**src/rtl/multiplexer_route_ctrl.sv**
```systemverilog
// Break-before-make route sequencer for a 2^LEVELS-leaf binary-tree fluidic multiplexer.
// Optional macro MUX_HOLD_TIMEOUT_EN adds HOLD_CYCLES and the timeout_pulse output.
module multiplexer_route_ctrl #(
  parameter int unsigned LEVELS        = 5,
  parameter int unsigned SETTLE_CYCLES = 16,
  parameter int unsigned CNT_W         = 8
`ifdef MUX_HOLD_TIMEOUT_EN
  ,
  parameter int unsigned HOLD_CYCLES   = 200
`endif
) (
  input  logic                clk,
  input  logic                rst_n,
  input  logic                sel_valid,
  output logic                sel_ready,
  input  logic [LEVELS-1:0]   sel_index,
  input  logic                release_req,
  output logic [2*LEVELS-1:0] c_close,
  output logic                route_active,
  output logic                busy
`ifdef MUX_HOLD_TIMEOUT_EN
  ,
  output logic                timeout_pulse
`endif
);

  typedef enum logic [1:0] {
    IDLE   = 2'd0,
    OPEN   = 2'd1,
    ACTIVE = 2'd2,
    DRAIN  = 2'd3
  } state_t;

  localparam logic [CNT_W-1:0] SETTLE_LAST = CNT_W'(SETTLE_CYCLES - 1);
  localparam logic [CNT_W-1:0] CNT_MAX     = '1;
`ifdef MUX_HOLD_TIMEOUT_EN
  localparam logic [CNT_W-1:0] HOLD_LAST   = CNT_W'(HOLD_CYCLES - 1);
`endif

  state_t              state_q, state_d;
  logic [CNT_W-1:0]    cnt_q, cnt_d;
  logic [LEVELS-1:0]   idx_q, idx_d;
  logic [2*LEVELS-1:0] path_d;
  logic [2*LEVELS-1:0] c_close_d;
  logic                tpulse_d;

  assign sel_ready = (state_q == IDLE);

  always_comb begin
    state_d  = state_q;
    idx_d    = idx_q;
    tpulse_d = 1'b0;
    cnt_d    = (cnt_q == CNT_MAX) ? cnt_q : cnt_q + CNT_W'(1);

    case (state_q)
      IDLE: begin
        cnt_d = '0;
        if (sel_valid) begin
          idx_d   = sel_index;
          state_d = OPEN;
        end
      end
      OPEN: begin
        if (cnt_q == SETTLE_LAST) begin
          state_d = ACTIVE;
          cnt_d   = '0;
        end
      end
      ACTIVE: begin
        // release_req takes priority over the hold timeout in the same cycle
        if (release_req) begin
          state_d = DRAIN;
          cnt_d   = '0;
        end
`ifdef MUX_HOLD_TIMEOUT_EN
        else if (cnt_q == HOLD_LAST) begin
          state_d  = DRAIN;
          cnt_d    = '0;
          tpulse_d = 1'b1;
        end
`endif
      end
      DRAIN: begin
        if (cnt_q == SETTLE_LAST) begin
          state_d = IDLE;
          cnt_d   = '0;
        end
      end
      default: begin
        state_d = IDLE;
        cnt_d   = '0;
      end
    endcase
  end

  // Level L is steered by index bit LEVELS-L (MSB selects at level 1); 0 = open.
  always_comb begin
    path_d = '1;
    for (int unsigned l = 1; l <= LEVELS; l++) begin
      path_d[2*(l-1)]   = idx_d[LEVELS-l];
      path_d[2*(l-1)+1] = ~idx_d[LEVELS-l];
    end
  end

  always_comb begin
    c_close_d = '1;
    if (state_d == OPEN || state_d == ACTIVE) begin
      c_close_d = path_d;
    end
  end

  always_ff @(posedge clk) begin
    if (!rst_n) begin
      state_q      <= IDLE;
      cnt_q        <= '0;
      idx_q        <= '0;
      c_close      <= '1;
      route_active <= 1'b0;
      busy         <= 1'b0;
    end else begin
      state_q      <= state_d;
      cnt_q        <= cnt_d;
      idx_q        <= idx_d;
      c_close      <= c_close_d;
      route_active <= (state_d == ACTIVE);
      busy         <= (state_d != IDLE);
    end
  end

`ifdef MUX_HOLD_TIMEOUT_EN
  always_ff @(posedge clk) begin
    if (!rst_n) begin
      timeout_pulse <= 1'b0;
    end else begin
      timeout_pulse <= tpulse_d;
    end
  end
`else
  logic unused_tpulse;
  assign unused_tpulse = tpulse_d;
`endif

endmodule
```
**config.mk**
```make
export PLATFORM = sky130hd
export DESIGN_NAME = multiplexer_route_ctrl
export DESIGN_NICKNAME = d
export VERILOG_FILES = /design/src/rtl/multiplexer_route_ctrl.sv
export SDC_FILE = /design/constraint.sdc
export NUM_CORES = 1
export LEC_CHECK = 0
export CORE_ASPECT_RATIO = 1.25
export CORE_MARGIN = 2
export CORE_UTILIZATION = 55
export CTS_BUF_LIST = sky130_fd_sc_hd__clkbuf_4
export CTS_CLUSTER_SIZE = 10
export DETAILED_ROUTE_END_ITERATION = 10
export HOLD_SLACK_MARGIN = 0.08
export PLACE_DENSITY = 0.94
export SYNTH_ARGS = -nofsm -noshare
export SYNTH_HDL_FRONTEND = slang
export SYNTH_SLANG_ARGS = --single-unit
```
**constraint.sdc**
```tcl
create_clock -name clk -period 4.2 [get_ports clk]
set_input_delay 0.84 -clock clk [delete_from_list [all_inputs] [get_ports clk]]
set_output_delay 0.84 -clock clk [all_outputs]
set_load 0.01 [all_outputs]
```
==> summary.md, run 1 <==
| Metric | Value |
|---|---|
| Run status | completed |
| ANT nets after route | 0 |
| 1st-iter DRT viols | 3 |
| GRT Util Overall | 18.9% |
| YS warnings | 0 |
| Cts hold-fix bufs | 0 |
| Area grow syn2layout | 22.6% |
| Final Skew | 0.00478 ns |
| Setup violators final | 0 |
| Ant. Diodes | 0 |
| Netlist cell types | 29 |
| Port Buffers | 21 |
| Setup TNS | 0 ns |
| Fill cells | around 130 |
| Via Count | 750 |
| Startpoint types | primary input |
| Std cell rows | 17 |
| Post-Syn Area | 0.00105 sq mm |
| Simple-Gate Fraction of Synth Area | 22.2% |
| CTS Sinks | 27 |
| Worst slew pin tran | roughly 0.35 ns |
| Reg2reg end | c_close[6]$_SDFF_PN1_ |
| Commonest non-fill, non-tap cell in the layout | dfxtp_1 |
| Root Buffer | clkbuf_4 |
| Worst-Skew Late Latency | 0.31 ns |
| Worst EP required | about 4.4 ns |
| Grt total ovfl | 0 |
| CP endpoint kind | flip-flop |
| Post-CTS resize count | 0 |
| Nets | around 130 |
| Core Area | 0.00179 sq mm |
| Avg Inst Size Synth | roughly 10 sq um |
| Slew Limit Fails | 0 |
| Die H | roughly 53 microns |
| Fraction of layout instances using a drive strength above 1 | under 10% |
| Clock transition at the registers of the reported paths | about 0.13 ns |
| Tmin final | 2.24 ns |
| Setup Fix Bufs, Post-CTS | 0 |
| Syn_nets | roughly 110 |
| RR Startpoint | cnt_q[0]$_SDFF_PN0_ |
| Worst slew margin | 76.5% |
| Crit path kind | in2reg |
| Power per cell area | 341 mW/mm^2 |
| Tcrit/Tclk final | a little over half |
| Most frequent cells in the layout | dfxtp_1, clkdlybuf4s50_1, nor2b_1 |
| Hold crit path type | reg2reg |
| Worst Reg-to-Reg Cells | 7 |
| Max Fanout on Critical Path | 10 |
| Worst Path Arrival | 2.44 ns |
| Max H-tree Level | 1 |
| XOR/XNOR Fraction of Synth Area | 4.18% |
| RSZ-0062 raised after global routing | no |
| Mux contribution to synthesized area | 5.73% |
| Sequential fraction of the synthesis area | about half |
| Die area | 0.00227 sq mm |
| Starting Density | roughly three fifths |
| HP Start | idx_q[2]$_SDFF_PN0_ |
| Synth Area in Compound Gates | between 9 and 10% |
| GPL Wtd Cong | roughly 0.8 |
| Adder-Cell Fraction of Synth Area | 3.58% |
| Num CTS Buffers | 3 |
| LEAKAGE | 0.489 nW |
| I/O pin cnt | 22 |
| Die X-Extent | 43.0 microns |
| Detailed Place HPWL | around 1.5 mm |
| DRC | 0 |
| Initial antenna violation count | 0 |
| Number of global-route vias before repair | 755 |
| Fmax | 446 MHz |
| DR WL/cell | roughly 14 microns |
| R2r setup slk | approximately 2.2 ns |
| Aggregate routed wire length | between 1.5 and 2 mm |
| Hold path depth | 2 |
| CTS Buffer Depth | 2 |
| Vias per cell | around 5.4 |
| First-pass iteration count of the detailed router | 3 |
| Hold WS | between 0.5 and 0.6 ns |
| Final hold vios | 0 |
| # Max-Cap Violations | 0 |
| Seq cells post-synth | 27 |
| Cells after Synth | 100 |
| First-pass GRT wire length | approximately 3.2 mm |
| Largest net degree at the start of global routing | 16 |
| Peak VDD IR | between 0.2 and 0.3 mV |
| Hold Path Sink | c_close[4]$_SDFF_PN1_ |
| Main combinational cell family by area after synthesis | simple AND/OR/NAND/NOR gates |
| CTS tree | yes |
==> registers in the layout, indices dropped and copies added, names as in the netlist <==
register / count
c_close: 10
busy: 1
cnt_q: 8
state_q: 2
idx_q: 5
route_active: 1
==> where the power goes <==
part           internal, mW  switching (mW)
Combinational        0.0326          0.0261
Clock                0.0356          0.0699
Sequential            0.269         0.00481
Total                 0.337           0.101
==> area by class of cell <==
type                    instances  area, sq um  share of cell area [%]
clock buffers                   3         22.5                    1.75
multi-input cells              65          470                    36.6
clock inverters                 1         5.00                   0.390
inverters                       3         11.3                   0.877
flip-flops and latches         27          541                    42.1
well taps                      19         23.8                    1.85
repair buffers                 21          210                    16.4
==> cell families after synthesis <==
kind of cell               count (synthesis)
adders and majority gates                  3
DFF                                       27
xor gates and xnor gates                   5
muxes                                      6
and+or+nand+nor                           41
AOI/OAI and AO/OA                         10
buffers and inverters                      8
==> metrics by stage <==
| step | instances | power, mW | area [sq um] | setup slack (ns) | util (%) |
|---|---|---|---|---|---|
| 2_1_floorplan | 100 | 0.308 | 1050 | 2.11 | - |
| 3_3_place_gp | 135 | 0.335 | 1260 | 1.68 | 70.3 |
| 3_5_place_dp | 135 | 0.339 | 1260 | 1.57 | 70.3 |
| 4_1_cts | 139 | 0.442 | 1280 | 1.93 | 71.8 |
| 5_1_grt | 139 | 0.457 | 1280 | 1.85 | 71.8 |
| 6_report | 139 | 0.438 | 1280 | 1.96 | 71.8 |
==> critical path, stage by stage <==
cell	delay (ns)
clkdlybuf4s50_1	0.46
and2_1	0.33
a211oi_2	0.11
ha_1	0.29
and2_1	0.32
nand2_1	0.10
==> cells in the mapped netlist <==
cell type / instances / area share, %
buf_1: 1 / 0.36
mux2i_1: 6 / 5.7
nand4_1: 2 / 1.2
clkbuf_1: 1 / 0.36
nor2b_1: 10 / 6.0
o211ai_1: 1 / 0.72
a21oi_1: 2 / 0.96
inv_1: 3 / 1.1
or3_1: 1 / 0.60
nand4_2: 1 / 1.2
dfxtp_1: 27 / 52
nor4_2: 1 / 1.2
o21ai_4: 1 / 1.6
xnor2_1: 2 / 1.7
or2_0: 1 / 0.60
nand2b_1: 5 / 3.0
o21ai_0: 1 / 0.48
xor2_1: 3 / 2.5
buf_4: 1 / 0.72
nand2_1: 6 / 2.2
and2_1: 4 / 2.4
nand3_1: 2 / 0.96
nor2_1: 7 / 2.5
a211oi_2: 3 / 3.6
a31oi_2: 1 / 1.2
buf_2: 2 / 0.96
nor3_1: 1 / 0.48
o21bai_1: 1 / 0.72
ha_1: 3 / 3.6
==> routing by layer <==
metal / vias to the layer above / share of wire (%) / GRT usage (%)
met3: 4 / 3.3 / 3.45
met2: 19 / 58 / 41.2
li1: 371 / - / -
met5: - / 0 / 0
met1: 356 / 38 / 16.5
met4: 0 / 0.78 / 6.06
==> how the worst max path moves through the flow <==
stage                                        to  slack (ns)       from
after floorplan           c_close[1]$_SDFF_PN1_        2.11  sel_valid
after global placement    c_close[1]$_SDFF_PN1_        1.68  sel_valid
after detailed placement  c_close[6]$_SDFF_PN1_        1.57  sel_valid
after CTS                 c_close[6]$_SDFF_PN1_        1.93  sel_valid
after global routing      c_close[5]$_SDFF_PN1_        1.85  sel_valid
final                     c_close[6]$_SDFF_PN1_        1.96  sel_valid
Power figures use the tool's default switching activity.
==> inputs of run 2 (changes only) <==
CORE_UTILIZATION = 51   (was 55)
PLACE_DENSITY = 0.89   (was 0.94)
clock period = 2.26 ns   (was 4.2 ns; I/O delays follow)
==> run 2 against run 1 <==
Effect of this change: die area up 7.2%; setup slack worse by 1.7 ns; non-clock buffer count up 2; core utilization down 5.5 points; sequential share of layout area down 0.53 points; design area up 1.3%; global-route usage down 2.4 points; clock power up 88%; clock skew about the same; count of clock-buffer cells in the layout unchanged; critical endpoint is now c_close[2]$_SDFF_PN1_; highest routed layer unchanged.
==> summary.md, run 2 (synthesized netlist as in run 1, its figures left out) <==
| Metric | Value |
|---|---|
| CTS Buffer Depth | 2 |
| Die X-Extent | between 40 and 50 microns |
| M2 GR Usage | 34.3% |
| Tmin final | 1.98 ns |
| Ant. Diodes | 0 |
| Aggregate routed wire length | around 1.7 mm |
| CP peak stage delay | 0.40 ns |
| # Max-Cap Violations | 0 |
| GRT Util Overall | between 15 and 20% |
| Die H | ~55 microns |
| Top reg by flops | c_close |
| Hold path depth | 2 |
| Slew Limit Fails | 0 |
| Met3 usage | about 3.3% |
| Worst EP required | approximately 2.5 ns |
| Clock transition at the registers of the reported paths | approximately 0.14 ns |
| Most frequent cells in the layout | dfxtp_1, clkdlybuf4s50_1, nor2b_1 |
| Non-Filler Instances | roughly 140 |
| Max FFs per register | 10 |
| Comb power frac | between 10% and 20% |
| Port Buffers | 21 |
| Post-CTS resize count | 0 |
| Std cell rows | 18 |
| Nets | 135 |
| Num CTS Buffers | 3 |
| Setup TNS | 0 ns |
| Worst slew margin | approximately 80% |
| Top cell family by delay on the critical path | simple AND/OR/NAND/NOR gates |
| Gr busiest metal | met2 |
| Post-placement cell count | 138 |
| Peak VDD IR | about 0.43 mV |
| LEAKAGE | between 0.4 and 0.5 nW |
| Tcrit/Tclk final | roughly 90% |
| First-pass iteration count of the detailed router | 4 |
| Worst-Skew Late Latency | approximately 0.31 ns |
| Slowest CP cell | dfxtp_1 |
| Commonest non-fill, non-tap cell in the layout | dfxtp_1 |
| Run status | completed |
| Final hold vios | 0 |
| Worst Path Arrival | approximately 2.2 ns |
| Startpoint types | flip-flop |
| DRC | 0 |
| RSZ-0062 raised after global routing | no |
| Power per cell area | around 630 mW/mm^2 |
| Detailed Place HPWL | approximately 1.4 mm |
| CTS Sinks | 27 |
| Hold crit path type | reg2reg |
| First-pass GRT wire length | 2.93 mm |
| Max H-tree Level | 1 |
| Die area | around 0.0024 sq mm |
| Met1 usage | between 15 and 20% |
| Instance count on the critical path | 7 |
| Biggest regs | c_close: 10 flops, cnt_q: 8 flops, idx_q: 5 flops |
| Clock share of power | about a quarter |
| Worst Reg-to-Reg Cells | 7 |
| Crit path cell chain | ha_1 -> and2_1 -> nand4_1 -> xor2_1 -> ha_1 -> and2_1 -> nand2_1 |
| Grt total ovfl | 0 |
| Fmax | about 500 MHz |
| Int Power | between 600 and 700 uW |
| I/O pin cnt | 22 |
| Cts hold-fix bufs | 0 |
| Setup Fix Bufs, Post-CTS | 0 |
| Core Area | roughly 0.0020 sq mm |
| 1st-iter DRT viols | 12 |
| CTS tree | yes |
| Vias per cell | between 5 and 6 |
| Crit path buf inv count | 0 |
| Initial antenna violation count | 0 |
| Reg2reg end | c_close[2]$_SDFF_PN1_ |
| Setup WS post-layout | roughly 0.28 ns |
| Psw | between 150 and 200 uW |
| CP endpoint kind | flip-flop |
| Area grow syn2layout | 24.1% |
| RR Startpoint | cnt_q[0]$_SDFF_PN0_ |
| Starting Density | about 53% |
| Crit path kind | reg2reg |
| Number of global-route vias before repair | about 750 |
| Final Skew | ~0.0046 ns |
| Via Count | between 700 and 800 |
| Worst slew pin tran | 0.311 ns |
| R2r setup slk | approximately 0.28 ns |
| Seq pwr share | about 62% |
| Pre-CTS setup slack | around 0.23 ns |
| GPL Wtd Cong | about 0.74 |
| DR WL/cell | 12.2 microns |
| Max Fanout on Critical Path | 10 |
| Largest net degree at the start of global routing | 16 |
| Setup violators final | 0 |
| Worst setup path end | c_close[2]$_SDFF_PN1_ |
| Root Buffer | clkbuf_4 |
| Hold WS | 0.499 ns |
| Setup crit start | cnt_q[0]$_SDFF_PN0_ |
| Fraction of layout instances using a drive strength above 1 | about a tenth |
| Sw Ratio | between 20 and 25% |
| ANT nets after route | 0 |
[run 2: cell count changes in the layout (fill, tap and decap cells not counted), sizes merged]
cell,delta
buf,+2
[run 2: layout make-up]
class / instances / area (sq um)
repair buffers: 23 / 225
clock inverters: 1 / 5.00
well taps: 20 / 25.0
clock buffers: 3 / 22.5
fillers: 150 / 659
flip-flops and latches: 27 / 541
multi-input cells: 65 / 470
inverters: 3 / 11.3
[run 2: worst min-delay path by stage]
stage,startpoint,endpoint
after floorplan,idx_q[3]$_SDFF_PN0_,c_close[2]$_SDFF_PN1_
after global placement,idx_q[3]$_SDFF_PN0_,c_close[2]$_SDFF_PN1_
after detailed placement,idx_q[4]$_SDFF_PN0_,c_close[0]$_SDFF_PN1_
after CTS,idx_q[4]$_SDFF_PN0_,c_close[0]$_SDFF_PN1_
after global routing,idx_q[4]$_SDFF_PN0_,c_close[0]$_SDFF_PN1_
final,idx_q[4]$_SDFF_PN0_,c_close[0]$_SDFF_PN1_
[run 2: through the flow]
stage	total power, mW	util (%)	cell area (sq um)
detailed placement	0.629	64.9	1270
finish	0.814	66.3	1300
floorplan	0.573	-	1050
CTS	0.824	66.3	1300
global route	0.852	66.3	1300
global placement	0.625	64.9	1270
[run 2: worst min-delay path, cell delays in order (launching register included)]
cell and delay (ns):
dfxtp_1 0.33, mux2i_1 0.08, nand2_1 0.07
[run 2: layer usage]
metal  wire length (microns)  vias up
met4                      28        0
li1                        -      374
met2                     957       20
met3                      69        4
met1                     674      339
met5                       0        -
[run 2: power groups by stage]
stage / registers, mW / logic [mW] / clock network [mW]
5_1_grt: 0.509 / 0.122 / 0.221
3_3_place_gp: 0.516 / 0.109 / 0
6_report: 0.507 / 0.110 / 0.197
3_5_place_dp: 0.518 / 0.112 / 0
4_1_cts: 0.507 / 0.112 / 0.205
2_1_floorplan: 0.524 / 0.0483 / 0
